--- config.mk ---
export PLATFORM = sky130hd
export DESIGN_NAME = fp_add_issue_queue
export DESIGN_NICKNAME = d
export VERILOG_FILES = /design/src/rtl/fp32_pkg.sv /design/src/rtl/fp_pair_fifo.sv /design/src/rtl/fp_add_issue_queue.sv
export SDC_FILE = /design/constraint.sdc
export NUM_CORES = 1
export LEC_CHECK = 0
export BUFFER_PORTS_ARGS = -buffer_cell sky130_fd_sc_hd__buf_2
export CORE_MARGIN = 5
export CORE_UTILIZATION = 62
export CTS_BUF_LIST = sky130_fd_sc_hd__clkbuf_4
export DETAILED_ROUTE_END_ITERATION = 6
export PLACE_DENSITY = 0.87
export SLEW_MARGIN = 30
export SYNTH_ARGS = -nofsm -noshare
export SYNTH_HDL_FRONTEND = slang
export SYNTH_SLANG_ARGS = --single-unit
--- constraint.sdc ---
create_clock -name clk -period 7.6 [get_ports clk]
set_clock_uncertainty 0.05 [all_clocks]
set_input_delay 0.76 -clock clk [delete_from_list [all_inputs] [get_ports clk]]
set_output_delay 0.76 -clock clk [all_outputs]
set_load 0.02 [all_outputs]
--- src/rtl/fp32_pkg.sv ---
// FP32 field layout and operand-class helpers shared by the FP add issue path.
package fp32_pkg;

  localparam int FP32_EXP_MSB = 30;
  localparam int FP32_EXP_LSB = 23;
  localparam int FP32_MAN_MSB = 22;
  localparam int FP32_MAN_LSB = 0;
  localparam logic [7:0] FP32_EXP_MAX = 8'hFF;

  localparam int FLAG_NAN  = 0;
  localparam int FLAG_INF  = 1;
  localparam int FLAG_ZERO = 2;

  function automatic logic is_nan(input logic [31:0] x);
    return (x[FP32_EXP_MSB:FP32_EXP_LSB] == FP32_EXP_MAX) &&
           (x[FP32_MAN_MSB:FP32_MAN_LSB] != '0);
  endfunction

  function automatic logic is_inf(input logic [31:0] x);
    return (x[FP32_EXP_MSB:FP32_EXP_LSB] == FP32_EXP_MAX) &&
           (x[FP32_MAN_MSB:FP32_MAN_LSB] == '0);
  endfunction

  // Denormals (exp==0, man!=0) deliberately do not count as zero.
  function automatic logic is_zero(input logic [31:0] x);
    return (x[FP32_EXP_MSB:FP32_EXP_LSB] == '0) &&
           (x[FP32_MAN_MSB:FP32_MAN_LSB] == '0);
  endfunction

endpackage

--- src/rtl/fp_pair_fifo.sv ---
// Operand-pair FIFO: DEPTH x 64-bit storage with wrap-around pointers and occupancy count.
module fp_pair_fifo
  import fp32_pkg::*;
#(
  parameter int DEPTH = 4
) (
  input  logic                     clk,
  input  logic                     rst_n,
  input  logic                     push,
  input  logic                     pop,
  input  logic [63:0]              wr_data,
  output logic [63:0]              rd_data,
  output logic                     full,
  output logic                     empty,
  output logic [$clog2(DEPTH):0]   count
);

  localparam int PW = $clog2(DEPTH);

  logic [PW-1:0] wr_ptr_q, wr_ptr_d;
  logic [PW-1:0] rd_ptr_q, rd_ptr_d;
  logic [PW:0]   count_q, count_d;
  logic [63:0]   mem_q [DEPTH];
  logic          do_push, do_pop;

  assign full    = (count_q == (PW+1)'(DEPTH));
  assign empty   = (count_q == '0);
  assign do_push = push & ~full;
  assign do_pop  = pop & ~empty;
  assign rd_data = mem_q[rd_ptr_q];
  assign count   = count_q;

  // Pointers wrap naturally because DEPTH is a power of two.
  always_comb begin
    wr_ptr_d = wr_ptr_q;
    rd_ptr_d = rd_ptr_q;
    count_d  = count_q;
    if (do_push) wr_ptr_d = wr_ptr_q + 1'b1;
    if (do_pop)  rd_ptr_d = rd_ptr_q + 1'b1;
    case ({do_push, do_pop})
      2'b10:   count_d = count_q + 1'b1;
      2'b01:   count_d = count_q - 1'b1;
      default: count_d = count_q;
    endcase
  end

  always_ff @(posedge clk or negedge rst_n) begin
    if (!rst_n) begin
      wr_ptr_q <= '0;
      rd_ptr_q <= '0;
      count_q  <= '0;
    end else begin
      wr_ptr_q <= wr_ptr_d;
      rd_ptr_q <= rd_ptr_d;
      count_q  <= count_d;
    end
  end

  // Storage needs no reset: stale entries are never visible while empty.
  always_ff @(posedge clk) begin
    if (do_push) mem_q[wr_ptr_q] <= wr_data;
  end

endmodule

--- src/rtl/fp_add_issue_queue.sv ---
// Issue queue in front of a combinational FP32 adder: buffers operand pairs,
// drives the head pair to the adder and registers the sum with operand-class flags.
module fp_add_issue_queue
  import fp32_pkg::*;
#(
  parameter int DEPTH = 4,
  parameter int WIDTH = 32
) (
  input  logic                     clk,
  input  logic                     rst_n,
  input  logic                     in_valid,
  output logic                     in_ready,
  input  logic [WIDTH-1:0]         in_a,
  input  logic [WIDTH-1:0]         in_b,
  output logic [WIDTH-1:0]         add_a,
  output logic [WIDTH-1:0]         add_b,
  input  logic [WIDTH-1:0]         add_result,
  output logic                     out_valid,
  input  logic                     out_ready,
  output logic [WIDTH-1:0]         out_result,
  output logic [2:0]               out_flags,
  output logic [$clog2(DEPTH):0]   count
);

  logic [2*WIDTH-1:0] head;
  logic               full, empty;
  logic               push, pop, slot_free;
  logic [2:0]         head_flags;

  logic               out_valid_q, out_valid_d;
  logic [WIDTH-1:0]   out_result_q, out_result_d;
  logic [2:0]         out_flags_q, out_flags_d;

  assign in_ready  = ~full;
  assign push      = in_valid & in_ready;
  assign slot_free = ~out_valid_q | out_ready;
  assign pop       = ~empty & slot_free;

  fp_pair_fifo #(
    .DEPTH (DEPTH)
  ) u_fifo (
    .clk     (clk),
    .rst_n   (rst_n),
    .push    (push),
    .pop     (pop),
    .wr_data ({in_a, in_b}),
    .rd_data (head),
    .full    (full),
    .empty   (empty),
    .count   (count)
  );

  // Adder inputs are forced to zero while empty so no stale entry leaks out.
  assign add_a = empty ? '0 : head[2*WIDTH-1:WIDTH];
  assign add_b = empty ? '0 : head[WIDTH-1:0];

  always_comb begin
    head_flags            = '0;
    head_flags[FLAG_NAN]  = is_nan(add_a) | is_nan(add_b);
    head_flags[FLAG_INF]  = is_inf(add_a) | is_inf(add_b);
    head_flags[FLAG_ZERO] = is_zero(add_a) & is_zero(add_b);
  end

  always_comb begin
    out_valid_d  = out_valid_q;
    out_result_d = out_result_q;
    out_flags_d  = out_flags_q;
    if (pop) begin
      out_valid_d  = 1'b1;
      out_result_d = add_result;
      out_flags_d  = head_flags;
    end else if (out_ready) begin
      out_valid_d  = 1'b0;
    end
  end

  always_ff @(posedge clk or negedge rst_n) begin
    if (!rst_n) begin
      out_valid_q  <= 1'b0;
      out_result_q <= '0;
      out_flags_q  <= '0;
    end else begin
      out_valid_q  <= out_valid_d;
      out_result_q <= out_result_d;
      out_flags_q  <= out_flags_d;
    end
  end

  assign out_valid  = out_valid_q;
  assign out_result = out_result_q;
  assign out_flags  = out_flags_q;

endmodule

==> out/metrics.csv, run 1 <==
stage;metric;value;unit
cells_and_area;nNetsFinal;925;
placed_design;io_buffers;203;
timing;tightest_slew;0.964;ns
floorplan;dieHeight;147;um
floorplan;row_count;50;
cts;cts_tree;done;
cts;ctsHoldBuffers;0;
drt;drt-pass1-iter-count;5;
drt;wl_per_cell;21.3;um
timing;final.min_clock_period;3.78;ns
job;drv_cap;0;
timing;final-hold-violation-count;0;
cts;clockBufferDepth;3;
synthesis;synthCells;559;
synthesis;yosysSeqAreaShare;75.8;%
timing;setup_viol;0;
drt;drc_errors;0;
synthesis;synthMuxAreaShare;15.6;%
critical_path;cp_max_fo;47;
global_routing;grt_pass1_vias;6816;
drt;totalWireLength;23400;um
power_and_ir_drop;leakage;0.00512;uW
cts;clk_pin_slew;0.06;ns
min_path;min_path_type;primary input to async pin;
synthesis;synth-main-ff-cell;edfxtp_1;
cells_and_area;drive_gt1_share;49.2;%
timing;fmax;0.264;GHz
cells_and_area;syn2layout_area_growth;19.2;%
cts;h-tree-depth;3;
critical_path;cpPeakStageDelay;0.68;ns
floorplan;dieArea;21500;um^2
synthesis;synthXorXnorAreaFrac;0.454;%
critical_path;cp-end-kind;primary output;
drt;vias;6365;
cells_and_area;fin_cells;1098;
synthesis;synth.avg_cell_area;20.7;um^2
synthesis;synth_compound_area_share;0.368;%
synthesis;synth_top_family_by_area;multiplexers;
critical_path;cp_slowest_cell;dfrtp_4;
cts;cts_buffers;72;
power_and_ir_drop;p_per_area;428;nW/um^2
synthesis;yosys.cell_types.count;31;
placed_design;gp_congestion;0.774;
critical_path;worst_setup_path_start_kind;flip-flop;
floorplan;die_w;147;um
placed_design;dpl.cell_count;978;
outcome;outcome;finished clean;
drt;vias_per_cell;5.80;
floorplan;core_area;18500;um^2
synthesis;yosys.area.top_type_share;66.5;%
cts;cts_resized;0;
synthesis;syn_nets;665;
floorplan;start_util;62.4;%
synthesis;synth_edf_count;256;
global_routing;antenna_found_initial;6;
synthesis;synthTopCellsByArea;edfxtp_1 66%, mux4_2 12%, dfrtp_1 9.3%, and2_1 3.6%, mux2_2 3.1%;
synthesis;ys_warn_count;0;
cts;ctsRootBufferMaster;clkbuf_4;
global_routing;grt_max_degree;68;
synthesis;synthAdderAreaFrac;0.714;%
drt;ant_nets;0;
synthesis;synth-seq-cells;299;
critical_path;critPathRequiredTime;6.79;ns
cts;clock_latency;0.66;ns
floorplan;io_pins;204;
cts;post_cts_buffers;0;
critical_path;path_cells;buf_6, mux4_2, and2_1, buf_2;
synthesis;yosysTopAreaCell;edfxtp_1;
placed_design;hpwl;14800;um
power_and_ir_drop;peakVddDrop;273;uV
critical_path;cp_top_family;buffers and inverters;
global_routing;grtUsageTotal;22.3;%
cts;cts_sinks;299;
timing;period_share;49.8;%
synthesis;synthSimpleGateAreaFrac;5.93;%
global_routing;grt-ovfl-total;0;
critical_path;path_class;flip-flop to primary output;
drt;dr.first_iter.drc_count;421;
timing;rsz0062_at_grt;no;
synthesis;synthArstFlopShare;14.4;%
global_routing;grt_pass1_wl;36800;um
timing;slew-limit-headroom;35.7;%
synthesis;synth_area;11600;um^2
timing;drv_slew;0;
critical_path;cp.arrival;2.97;ns
timing;tns;0;ns
critical_path;critPathBufInv;2;
-- metrics by stage --
step	util (%)	power (uW)	area, um^2	setup WS (ns)	hold WS [ns]
2_1_floorplan	-	3910	11600	4.67	0.414
3_3_place_gp	69.3	4580	12800	3.99	0.432
3_5_place_dp	69.3	4660	12800	3.97	0.440
4_1_cts	74.2	5970	13700	3.46	0.162
5_1_grt	74.4	6240	13800	3.57	0.0287
6_report	74.4	5900	13800	3.82	0.0359
-- metal layers --
layer | GRT usage (%) | wire length (um)
met1 | 28.2 | 8680
met2 | 36.1 | 11800
met3 | 7.98 | 2400
met4 | 8.65 | 478
met5 | 0 | 55
-- final timing paths --
check,startpoint,cells after the start,slack [ns],endpoint
min,rst_n,1,0.04,out_result[14]$_DFFE_PN0P_
max reg2reg,u_fifo.rd_ptr_q[0]$_DFFE_PN0P_,6,4.30,out_flags[2]$_DFFE_PN0P_
max,u_fifo.rd_ptr_q[0]$_DFFE_PN0P_,4,3.82,add_b[30]
min reg2reg,out_result[27]$_DFFE_PN0P_,1,0.45,out_result[27]$_DFFE_PN0P_
min in group clk,in_b[13],1,0.26,u_fifo.mem_q[0][13]$_DFFE_PP_
max in group asynchronous,rst_n,1,7.05,u_fifo.rd_ptr_q[0]$_DFFE_PN0P_
-- final cells by class --
type | instances | area (um^2)
Fill cell | 1091 | 4740
Multi-Input combinational cell | 229 | 2680
Tap cell | 234 | 293
Sequential cell | 299 | 8770
Timing Repair Buffer | 210 | 1090
Clock buffer | 104 | 781
Clock inverter | 13 | 133
Inverter | 7 | 26.3
Antenna cell | 2 | 5.00
-- sequential cells by signal, summed over array words and instances (netlist names) --
signal and cells:
u_fifo.mem_q 256, out_flags 3, u_fifo.rd_ptr_q 2, out_valid 1, u_fifo.count 3, u_fifo.wr_ptr_q 2
out_result 32
-- cells in the final DEF, fill, tap and decap left out, types with 5 or more instances in the layout --
cell,instances
edfxtp_1,256
buf_2,202
clkbuf_4,104
and2_1,66
mux4_2,63
dfrtp_1,41
mux2_2,32
nor4_1,12
nand2_1,9
clkinv_1,7
inv_1,6
buf_4,6
nor3_1,5
ha_1,5
-- cells in the mapped netlist (2+ instances only) --
master    instances
mux2_2           32
xnor2_1           4
buf_2             6
and2_1           66
nor3_1            5
nor4_1           12
nor2_1            3
ha_1              5
and3_1            4
edfxtp_1        256
inv_1             6
buf_1             5
nand2_1           9
nand4_1           4
mux4_2           63
or3_1             4
nand2b_1          2
clkbuf_1         12
xor2_1            2
dfrtp_1          43
o21ai_0           3
nand3_1           4
-- report_power, final --
| group | internal [uW] | total [uW] | leakage (uW) | switching (uW) |
|---|---|---|---|---|
| Combinational | 910 | 2260 | 0.00173 | 1350 |
| Sequential | 2190 | 2340 | 0.00285 | 150 |
| Clock | 724 | 1300 | 0.000540 | 572 |
-- kinds of logic after synthesis --
family	Yosys count
XOR/XNOR	6
AND/OR/NAND/NOR	115
multiplexers	96
flip-flops	299
AO/OA/AOI/OAI	6
buffers and inverters	31
adder cells (fa/ha/maj)	6
(Power assumes the default switching activity.)
==> run 2: changes to the inputs <==
Settings changed: CORE_UTILIZATION 62 to 52, PLACE_DENSITY 0.87 to 0.78.
Clock period 7.6 ns to 3.17 ns, I/O delays scaled along.
==> out/metrics.csv, run 2 (synthesis results as in run 1) <==
stage;metric;value;unit
timing;finalWorstSetupSlack;0.218;ns
power_and_ir_drop;p_seq_share;38.7;%
critical_path;worst_setup_path_start_kind;flip-flop;
cts;h-tree-depth;3;
timing;fmax;0.339;GHz
cells_and_area;largest_register_ffs;256;
drt;ant_nets;0;
floorplan;row_count;54;
cts;cts_sinks;299;
global_routing;grt_max_degree;67;
global_routing;antenna_found_initial;3;
critical_path;path_cells;buf_4, mux4_2, and2_1, buf_2;
placed_design;gp_congestion;0.772;
drt;totalWireLength;26800;um
cts;clock_latency;0.67;ns
cts;cts_buffers;75;
cells_and_area;fill_cells;1457;
cells_and_area;final_common_cell;edfxtp_1;
cts;cts_resized;0;
critical_path;cp-end-kind;primary output;
floorplan;dieArea;25300;um^2
drt;vias;6833;
placed_design;pre_cts_ws;0.323;ns
critical_path;cpPeakStageDelay;0.62;ns
power_and_ir_drop;peakVddDrop;624;uV
floorplan;io_pins;204;
global_routing;grt-ovfl-total;0;
timing;drv_slew;0;
global_routing;grt_pass1_wl;42100;um
power_and_ir_drop;p_int;9220;uW
floorplan;start_util;52.8;%
global_routing;grtUsageTotal;21.1;%
power_and_ir_drop;p_sw_share;36.1;%
cells_and_area;drive_gt1_share;44.4;%
power_and_ir_drop;switchingPower;5210;uW
floorplan;dieHeight;159;um
job;drv_cap;0;
placed_design;hpwl;16300;um
drt;drc_errors;0;
drt;wl_per_cell;21.3;um
drt;drt-pass1-iter-count;6;
drt;dr.first_iter.drc_count;529;
timing;period_share;93.1;%
cts;ctsRootBufferMaster;clkbuf_4;
timing;tns;0;ns
power_and_ir_drop;leakage;0.00556;uW
cells_and_area;final_cell_mix;256 x edfxtp_1, 202 x buf_2, 108 x clkbuf_4, 98 x dlygate4sd3_1, 66 x and2_1;
critical_path;critPathRequiredTime;2.80;ns
cts;clockBufferDepth;3;
cells_and_area;fin_cells;1256;
timing;final.min_clock_period;2.95;ns
floorplan;core_area;21900;um^2
global_routing;grt_pass1_vias;7545;
cts;cts_tree;done;
outcome;outcome;finished clean;
power_and_ir_drop;p_clk_share;21.5;%
floorplan;die_w;159;um
critical_path;cp_max_fo;20;
timing;setup_viol;0;
placed_design;io_buffers;203;
cts;clk_pin_slew;0.06;ns
timing;tightest_slew;0.750;ns
timing;final-hold-violation-count;0;
cells_and_area;regMostFlops;u_fifo.mem_q;
drt;vias_per_cell;5.44;
critical_path;path_class;flip-flop to primary output;
cts;post_cts_buffers;0;
critical_path;cp_slowest_cell;mux4_2;
placed_design;dpl.cell_count;1028;
min_path;min_path_type;primary input to flip-flop;
critical_path;cp.arrival;2.58;ns
timing;slew-limit-headroom;49.9;%
power_and_ir_drop;power_frac_comb;39.8;%
power_and_ir_drop;p_per_area;968;nW/um^2
cells_and_area;syn2layout_area_growth;28.8;%
cells_and_area;nNetsFinal;1029;
timing;rsz0062_at_grt;no;
run 2: cell count changes in the layout (fill, tap and decap cells not counted), moves of 4 or more:
cell / previous run / this run
clkinv_1: 7 / 12
clkbuf_4: 104 / 108
and3_2: 4 / 0
buf_12: 0 / 5
and3_4: 0 / 4
dlygate4sd3_1: 0 / 98
run 2: layer usage:
layer	vias up	GRT usage [%]	part of all wire, %
met4	0	6.48	1.3
met2	340	35.5	51
li1	3035	-	-
met3	35	6.58	8.7
met5	-	0	0
met1	3423	26.6	39
run 2: stage by stage:
step / hold WS [ns] / instance area [um^2] / utilization, % / power (uW)
global placement: 0.422 / 13000 / 59.3 / 11200
global route: 0.100 / 14900 / 68.0 / 15200
CTS: 0.0411 / 14900 / 68.0 / 14600
detailed placement: 0.441 / 13000 / 59.3 / 11300
floorplan: -0.0286 / 11600 / - / 9370
finish: 0.106 / 14900 / 68.0 / 14400
run 2: worst paths after layout:
path	start	cells past startpoint	to	slack (ns)
setup / recovery	u_fifo.rd_ptr_q[0]$_DFFE_PN0P_	4	add_a[26]	0.22
hold / removal	in_valid	3	u_fifo.wr_ptr_q[0]$_DFFE_PN0P_	0.11
setup reg to reg	u_fifo.rd_ptr_q[0]$_DFFE_PN0P_	6	out_flags[2]$_DFFE_PN0P_	0.29
hold reg to reg	out_result[16]$_DFFE_PN0P_	1	out_result[16]$_DFFE_PN0P_	0.45
max in group asynchronous	rst_n	2	u_fifo.rd_ptr_q[0]$_DFFE_PN0P_	2.48
min in group asynchronous	rst_n	2	out_result[6]$_DFFE_PN0P_	0.17
run 2: power groups by stage:
stage | registers (uW) | logic, uW | clock network, uW
after CTS | 5580 | 5790 | 3190
after global routing | 5660 | 6130 | 3440
after global placement | 5590 | 5580 | 0
final | 5590 | 5730 | 3110
after detailed placement | 5660 | 5660 | 0
after floorplan | 5840 | 3530 | 0
run 2: repair_timing:
item | 4_1_cts | 5_1_grt
hold buffers | 98 | 0
hold endpoints to repair | 332 | 0
endpoints found under the setup margin | 0 | 0
run 2: worst max-delay path: cells and delay by family, from the launching register on:
kind / cells / cell delay (ns)
multiplexers: 1 / 0.62
buffers and inverters: 2 / 0.57
flip-flops: 1 / 0.56
AND/OR/NAND/NOR: 1 / 0.19
run 2: final cells by class:
class | count | area [um^2] | share of cell area (%)
multi-input cells | 229 | 2690 | 18.1
repair buffers | 311 | 2140 | 14.3
well taps | 280 | 350 | 2.35
clock buffers | 108 | 811 | 5.44
clock inverters | 19 | 104 | 0.697
diodes | 3 | 7.51 | 0.0504
inverters | 7 | 26.3 | 0.176
flip-flops and latches | 299 | 8770 | 58.9
